## config.mk

```make
export PLATFORM = sky130hd
export DESIGN_NAME = nibble_serial_add_ctrl
export DESIGN_NICKNAME = d
export VERILOG_FILES = /design/src/rtl/nibble_serial_add_ctrl.sv
export SDC_FILE = /design/constraint.sdc
export NUM_CORES = 1
export LEC_CHECK = 0
export BUFFER_PORTS_ARGS = -buffer_cell sky130_fd_sc_hd__buf_2
export CAP_MARGIN = 40
export CORE_MARGIN = 2
export CORE_UTILIZATION = 41
export DETAILED_ROUTE_END_ITERATION = 7
export MAX_ROUTING_LAYER = met4
export PLACE_DENSITY = 0.6
export SYNTH_ARGS = -nofsm -noshare
export SYNTH_HDL_FRONTEND = slang
export SYNTH_SLANG_ARGS = --single-unit
```

## constraint.sdc

```tcl
create_clock -name clk -period 6.39 [get_ports clk]
set_clock_uncertainty 0.2 [all_clocks]
set_input_delay 0.639 -clock clk [delete_from_list [all_inputs] [get_ports clk]]
set_output_delay 0.639 -clock clk [all_outputs]
set_load 0.005 [all_outputs]
```

## src/rtl/nibble_serial_add_ctrl.sv

```systemverilog
// Serial adder controller: one shared 4-bit slice walks the operands nibble by
// nibble, LS first, with the carry held in a register between steps.
module nibble_serial_add_ctrl #(
    parameter int WIDTH = 32
) (
    input  logic             clk,
    input  logic             reset,
    input  logic             start,
    input  logic [WIDTH-1:0] a,
    input  logic [WIDTH-1:0] b,
    input  logic             carry_in,
    output logic             busy,
    output logic             done,
    output logic [WIDTH-1:0] sum,
    output logic             carry_out,
    output logic             overflow
);

    localparam int NSTEPS = WIDTH / 4;
    localparam int SW     = (NSTEPS > 1) ? $clog2(NSTEPS) : 1;
    localparam logic [SW-1:0] LAST_STEP = SW'(NSTEPS - 1);

    typedef enum logic [1:0] {
        S_IDLE = 2'd0,
        S_RUN  = 2'd1,
        S_DONE = 2'd2
    } state_t;

    // The shared 4-bit adder slice: returns {carry, sum nibble}.
    function automatic logic [4:0] four_bit_add(input logic [3:0] x,
                                                input logic [3:0] y,
                                                input logic       ci);
        return {1'b0, x} + {1'b0, y} + {4'b0000, ci};
    endfunction

    state_t            state_q, state_d;
    logic [WIDTH-1:0]  a_q, a_d, b_q, b_d, sum_q, sum_d;
    logic [SW-1:0]     step_q, step_d;
    logic              carry_q, carry_d;
    logic              carry_out_q, carry_out_d;
    logic              overflow_q, overflow_d;
    logic              busy_q, busy_d;
    logic              done_q, done_d;
    logic [SW+1:0]     idx_s;
    logic [4:0]        slice_s;

    // Next-state, datapath and registered-output decode.
    always_comb begin
        state_d     = state_q;
        a_d         = a_q;
        b_d         = b_q;
        sum_d       = sum_q;
        step_d      = step_q;
        carry_d     = carry_q;
        carry_out_d = carry_out_q;
        overflow_d  = overflow_q;
        idx_s       = {step_q, 2'b00};
        slice_s     = four_bit_add(a_q[idx_s +: 4], b_q[idx_s +: 4], carry_q);

        case (state_q)
            S_IDLE, S_DONE: begin
                if (start) begin
                    state_d     = S_RUN;
                    a_d         = a;
                    b_d         = b;
                    carry_d     = carry_in;
                    sum_d       = {WIDTH{1'b0}};
                    carry_out_d = 1'b0;
                    overflow_d  = 1'b0;
                    step_d      = {SW{1'b0}};
                end else begin
                    state_d = S_IDLE;
                end
            end
            S_RUN: begin
                sum_d[idx_s +: 4] = slice_s[3:0];
                carry_d           = slice_s[4];
                if (step_q == LAST_STEP) begin
                    // slice_s[3] is the final sum MSB written on this edge
                    carry_out_d = slice_s[4];
                    overflow_d  = (a_q[WIDTH-1] == b_q[WIDTH-1]) &&
                                  (slice_s[3] != a_q[WIDTH-1]);
                    step_d      = {SW{1'b0}};
                    state_d     = S_DONE;
                end else begin
                    step_d  = step_q + SW'(1);
                    state_d = S_RUN;
                end
            end
            default: begin
                state_d = S_IDLE;
            end
        endcase

        busy_d = (state_d == S_RUN);
        done_d = (state_d == S_DONE);
    end

    // State and datapath registers with synchronous reset.
    always_ff @(posedge clk) begin
        if (reset) begin
            state_q     <= S_IDLE;
            a_q         <= {WIDTH{1'b0}};
            b_q         <= {WIDTH{1'b0}};
            sum_q       <= {WIDTH{1'b0}};
            step_q      <= {SW{1'b0}};
            carry_q     <= 1'b0;
            carry_out_q <= 1'b0;
            overflow_q  <= 1'b0;
            busy_q      <= 1'b0;
            done_q      <= 1'b0;
        end else begin
            state_q     <= state_d;
            a_q         <= a_d;
            b_q         <= b_d;
            sum_q       <= sum_d;
            step_q      <= step_d;
            carry_q     <= carry_d;
            carry_out_q <= carry_out_d;
            overflow_q  <= overflow_d;
            busy_q      <= busy_d;
            done_q      <= done_d;
        end
    end

    assign busy      = busy_q;
    assign done      = done_q;
    assign sum       = sum_q;
    assign carry_out = carry_out_q;
    assign overflow  = overflow_q;

endmodule

```

==> impl_metrics.py <==
metrics = {
    "global_routing": {
        "met1_usage": 0.2547,
        "globalRouteMet2Util": 0.3190,
        "use_met3": 0.03586,
        "number_of_global_route_vias_before_repair": 3832,
        "grt.total_usage": 0.1965,
        "maximum_number_of_pins_on_one_net_before_global_route_repair": 70,
        "global_route.peak_usage_layer": "met2",
        "first_pass_grt_wire_length_microns": 18210,
        "global_route.overflow_total": 0,
        "grt_antenna_before_repair": 0,
    },
    "critical_path": {
        "critPathKind": "reg -> reg",
        "cp.arrival_ns": 3.56,
        "worstPathBufferInverterCount": 3,
        "cpMaxStageDelayCell": "sky130_fd_sc_hd__dfxtp_1",
        "timing.critical_path.slowest_cell_delay_ns": 0.76,
        "regToRegEndpoint": "sum[2]",
        "critPathMaxFanout": 14,
        "timing.critical_path.max_delay_family": "multiplexers",
        "r2r-start": "step_q[1]",
        "cp.required_ns": 6.47,
        "rr_worst_depth": 11,
        "path_cells": "buf_8 -> mux4_2 -> nand2_1 -> nand2_1 -> fa_1 -> inv_1 -> fa_1 -> xnor2_1 -> inv_1 -> mux2_2 -> nor2_1",
        "cp-start-kind": "flip-flop",
        "worst-r2r-setup-slack_ns": 2.92,
        "endpoint_kind": "flip-flop",
    },
    "synthesis": {
        "muxShareOfSynthArea": 0.09258,
        "net_count_synth": 610,
        "synthesis.yosys.warnings": 0,
        "synth_xor_area_frac": 0.001895,
        "postSynth.asyncResetShare": 0,
        "ys_seq_area_frac": 0.4591,
        "yosys_register_bits": 106,
        "synth_area_leader_cell": "sky130_fd_sc_hd__dfxtp_1",
        "synth_compound_gate_area_share": 0.1497,
        "syn_inst": 530,
        "syn_avg_cell_area_sq_um": 8.721,
        "synth.distinct_cells": 54,
        "synth_enable_flop_cells": 0,
        "synthesis.area_sq_um": 4622,
        "synth_largest_type_area_fraction": 0.4591,
        "simple_gate_portion_of_the_synthesized_area": 0.2193,
        "netlist_top_cells_area": "sky130_fd_sc_hd__dfxtp_1, sky130_fd_sc_hd__nand2_1, sky130_fd_sc_hd__a21oi_1, sky130_fd_sc_hd__mux4_1, sky130_fd_sc_hd__mux4_2",
        "dominant_combinational_cell_family_by_area_after_synthesis": "simple AND/OR/NAND/NOR gates",
        "synth_ff_type": "sky130_fd_sc_hd__dfxtp_1",
        "synthAdderAreaFrac": 0.03573,
    },
    "sta": {
        "timing_worst_slew_pin_value_ns": 0.7660,
        "final.setup.tns_ns": 0,
        "max-slew-margin-rel": 0.4856,
        "finalSetupViolCount": 0,
        "layout_min_cycle_time_ns": 3.473,
        "worst_hold_margin_ns": 0.2514,
        "rsz0062_at_grt": "false",
        "timing.final.max_slew_violations": 0,
        "max_clock_freq_ghz": 0.2879,
        "final_hold_viol_count": 0,
        "min_period_over_period": 0.5435,
    },
    "pwr": {
        "power.ir.vdd_worst_mv": 0.1286,
        "power_leakage_uw": 0.002345,
        "power.switching_fraction": 0.2535,
        "power.sequential.fraction": 0.487,
        "cellPowerDensity_nw_per_um2": 260.9,
        "p_switching_uw": 366.3,
        "comb_power_share": 0.125,
        "pwr-share-clk": 0.388,
        "internal_power_uw": 1079,
    },
    "clocking": {
        "cts.path.max_buffers": 2,
        "postCtsSetupRepairBufs": 0,
        "path_clk_slew_ns": 0.07,
        "clock-sinks": 106,
        "ctsRootBufferMaster": "sky130_fd_sc_hd__clkbuf_16",
        "ctsHoldBuffers": 0,
        "clock_latency_late_sink_ns": 0.34,
        "tritoncts_clock_tree": "done",
        "post_cts_resize_count": 0,
        "htreeDepth": 3,
        "cts_made_buffers": 9,
    },
    "final_layout": {
        "synthToLayoutAreaGrowth_pct": 19.84,
        "antenna_cells": 0,
        "layout-drive-gt1-share": 0.2290,
        "layout.nets": 695,
        "stdcell_area_sq_um": 5539,
        "final_core_utilization": 0.5065,
    },
    "die": {
        "floorplan.die_area_sq_um": 12140,
        "dieWidth_microns": 110.2,
        "core_sq_um": 10940,
        "boundaryPins": 104,
        "fp-row-count": 38,
        "initial_utilization": 0.4227,
        "die_y_microns": 110.2,
    },
    "placed_design": {
        "place_area_sq_um": 5235,
        "place.port_buffers": 103,
        "globalplace.congestion": 0.9351,
        "hpwlAfterDp_microns": 8008,
    },
    "min_path": {
        "min-delay-start": "a_q[23]",
        "worstHoldEndpoint": "a_q[23]",
        "timing.hold.worst.class": "reg -> reg",
        "timing.hold.worst_path_depth": 2,
    },
    "route": {
        "drc_errors": 0,
        "vias_per_cell": 5.142,
        "detailedRoute.firstIterationViolations": 241,
        "vias": 3908,
        "wl_microns": 11230,
        "firstDrtPassIters": 4,
        "wl_per_cell_microns": 14.78,
        "antenna_left": 0,
    },
    "flow_run": {
        "drv_cap": 0,
    },
    "outcome": {
        "run_status": "finished, final reports clean",
    },
}
==> worst max-delay path by stage <==
stage / slack (ns) / cells past startpoint / end / start
final: 2.92 / 11 / sum[2] / step_q[1]
after global routing: 2.75 / 11 / sum[2] / step_q[1]
after CTS: 2.90 / 11 / sum[2] / step_q[1]
after detailed placement: 2.91 / 11 / sum[2] / step_q[1]
after global placement: 2.80 / 10 / sum[2] / step_q[1]
after floorplan: 3.41 / 12 / sum[2] / step_q[0]
==> tightest hold or removal path, cell delays in order (launching register included) <==
cell	delay, ns
sky130_fd_sc_hd__dfxtp_1	0.31
sky130_fd_sc_hd__nand2_1	0.05
sky130_fd_sc_hd__a21oi_1	0.05
==> Yosys cell counts, types with 2 or more instances <==
cell type,count
sky130_fd_sc_hd__fa_1,2
sky130_fd_sc_hd__a21oi_1,72
sky130_fd_sc_hd__a31oi_1,5
sky130_fd_sc_hd__a22oi_1,10
sky130_fd_sc_hd__nand4b_1,2
sky130_fd_sc_hd__buf_2,5
sky130_fd_sc_hd__or2_2,2
sky130_fd_sc_hd__dfxtp_1,106
sky130_fd_sc_hd__nor2b_1,4
sky130_fd_sc_hd__nor3_1,2
sky130_fd_sc_hd__mux2_2,3
sky130_fd_sc_hd__nor3b_1,2
sky130_fd_sc_hd__mux4_2,7
sky130_fd_sc_hd__clkbuf_1,10
sky130_fd_sc_hd__buf_1,16
sky130_fd_sc_hd__and2_1,4
sky130_fd_sc_hd__inv_1,9
sky130_fd_sc_hd__a22o_1,3
sky130_fd_sc_hd__nor2_1,29
sky130_fd_sc_hd__nor4_1,2
sky130_fd_sc_hd__mux4_1,9
sky130_fd_sc_hd__nand2_1,166
sky130_fd_sc_hd__nand3_1,8
sky130_fd_sc_hd__and3b_1,2
sky130_fd_sc_hd__o21ai_0,5
sky130_fd_sc_hd__a32oi_1,8
sky130_fd_sc_hd__ha_1,10
==> registers in the layout, indices dropped and copies added (netlist names) <==
register / count
a_q: 32
b_q: 32
busy: 1
carry_out: 1
carry_q: 1
done: 1
overflow: 1
state_q: 2
step_q: 3
sum: 32
==> per-stage QoR <==
step / std cells / power [uW] / setup WS, ns
after global routing: 760 / 1504 / 2.750
after floorplan: 530 / 839.9 / 3.407
after detailed placement: 744 / 902.3 / 2.907
after global placement: 742 / 894.7 / 2.797
after CTS: 760 / 1460 / 2.898
final: 760 / 1445 / 2.917
==> logic make-up after synthesis <==
logic type / count (synthesis)
muxes: 19
adders and majority gates: 12
buffers and inverters: 44
and+or+nand+nor: 234
xor gates and xnor gates: 1
DFF: 106
AOI/OAI and AO/OA: 114
==> power by group through the flow <==
stage / registers (uW) / clock network [uW] / logic [uW]
after floorplan: 714 / 0 / 126
after global placement: 720 / 0 / 175
after detailed placement: 719 / 0 / 183
after CTS: 704 / 572 / 184
after global routing: 707 / 595 / 202
final: 704 / 560 / 181
==> placed cells by master, fill, tap and decap left out, types with 2 or more instances in the layout <==
cell | Yosys | routed
sky130_fd_sc_hd__a32oi_1 | 8 | 8
sky130_fd_sc_hd__a22oi_1 | 10 | 10
sky130_fd_sc_hd__nand2_1 | 166 | 166
sky130_fd_sc_hd__fa_1 | 2 | 2
sky130_fd_sc_hd__nand4b_1 | 2 | 2
sky130_fd_sc_hd__and3b_1 | 2 | 2
sky130_fd_sc_hd__inv_1 | 9 | 9
sky130_fd_sc_hd__mux4_2 | 7 | 7
sky130_fd_sc_hd__nor3_1 | 2 | 2
sky130_fd_sc_hd__nand3_1 | 8 | 8
sky130_fd_sc_hd__mux2_2 | 3 | 3
sky130_fd_sc_hd__mux4_1 | 9 | 9
sky130_fd_sc_hd__buf_4 | 1 | 4
sky130_fd_sc_hd__dfxtp_1 | 106 | 106
sky130_fd_sc_hd__inv_6 | 0 | 2
sky130_fd_sc_hd__and2_1 | 4 | 4
sky130_fd_sc_hd__nor2_1 | 29 | 29
sky130_fd_sc_hd__a31oi_1 | 5 | 5
sky130_fd_sc_hd__nor2b_1 | 4 | 3
sky130_fd_sc_hd__a21oi_1 | 72 | 72
sky130_fd_sc_hd__or2_2 | 2 | 2
sky130_fd_sc_hd__ha_1 | 10 | 10
sky130_fd_sc_hd__buf_2 | 5 | 102
sky130_fd_sc_hd__clkbuf_16 | 0 | 9
sky130_fd_sc_hd__nor3b_1 | 2 | 2
sky130_fd_sc_hd__a22o_1 | 3 | 3
sky130_fd_sc_hd__o21ai_0 | 5 | 5
sky130_fd_sc_hd__nor4_1 | 2 | 2
==> metal layers <==
| layer | wire (microns) | vias to the layer above |
|---|---|---|
| met2 | 5339 | 84 |
| met3 | 533 | 8 |
| met1 | 5277 | 1821 |
| li1 | - | 1995 |
| met4 | 82 | 0 |
| met5 | 0 | - |
==> cell type report <==
cell class | instances | area, sq um
clock buffers | 11 | 242.7
clock inverters | 5 | 61.31
fillers | 1062 | 5396
inverters | 10 | 37.54
multi-input cells | 380 | 2317
flip-flops and latches | 106 | 2122
well taps | 140 | 175.2
repair buffers | 108 | 583.1
No activity file was read; power rests on OpenSTA's default activity.
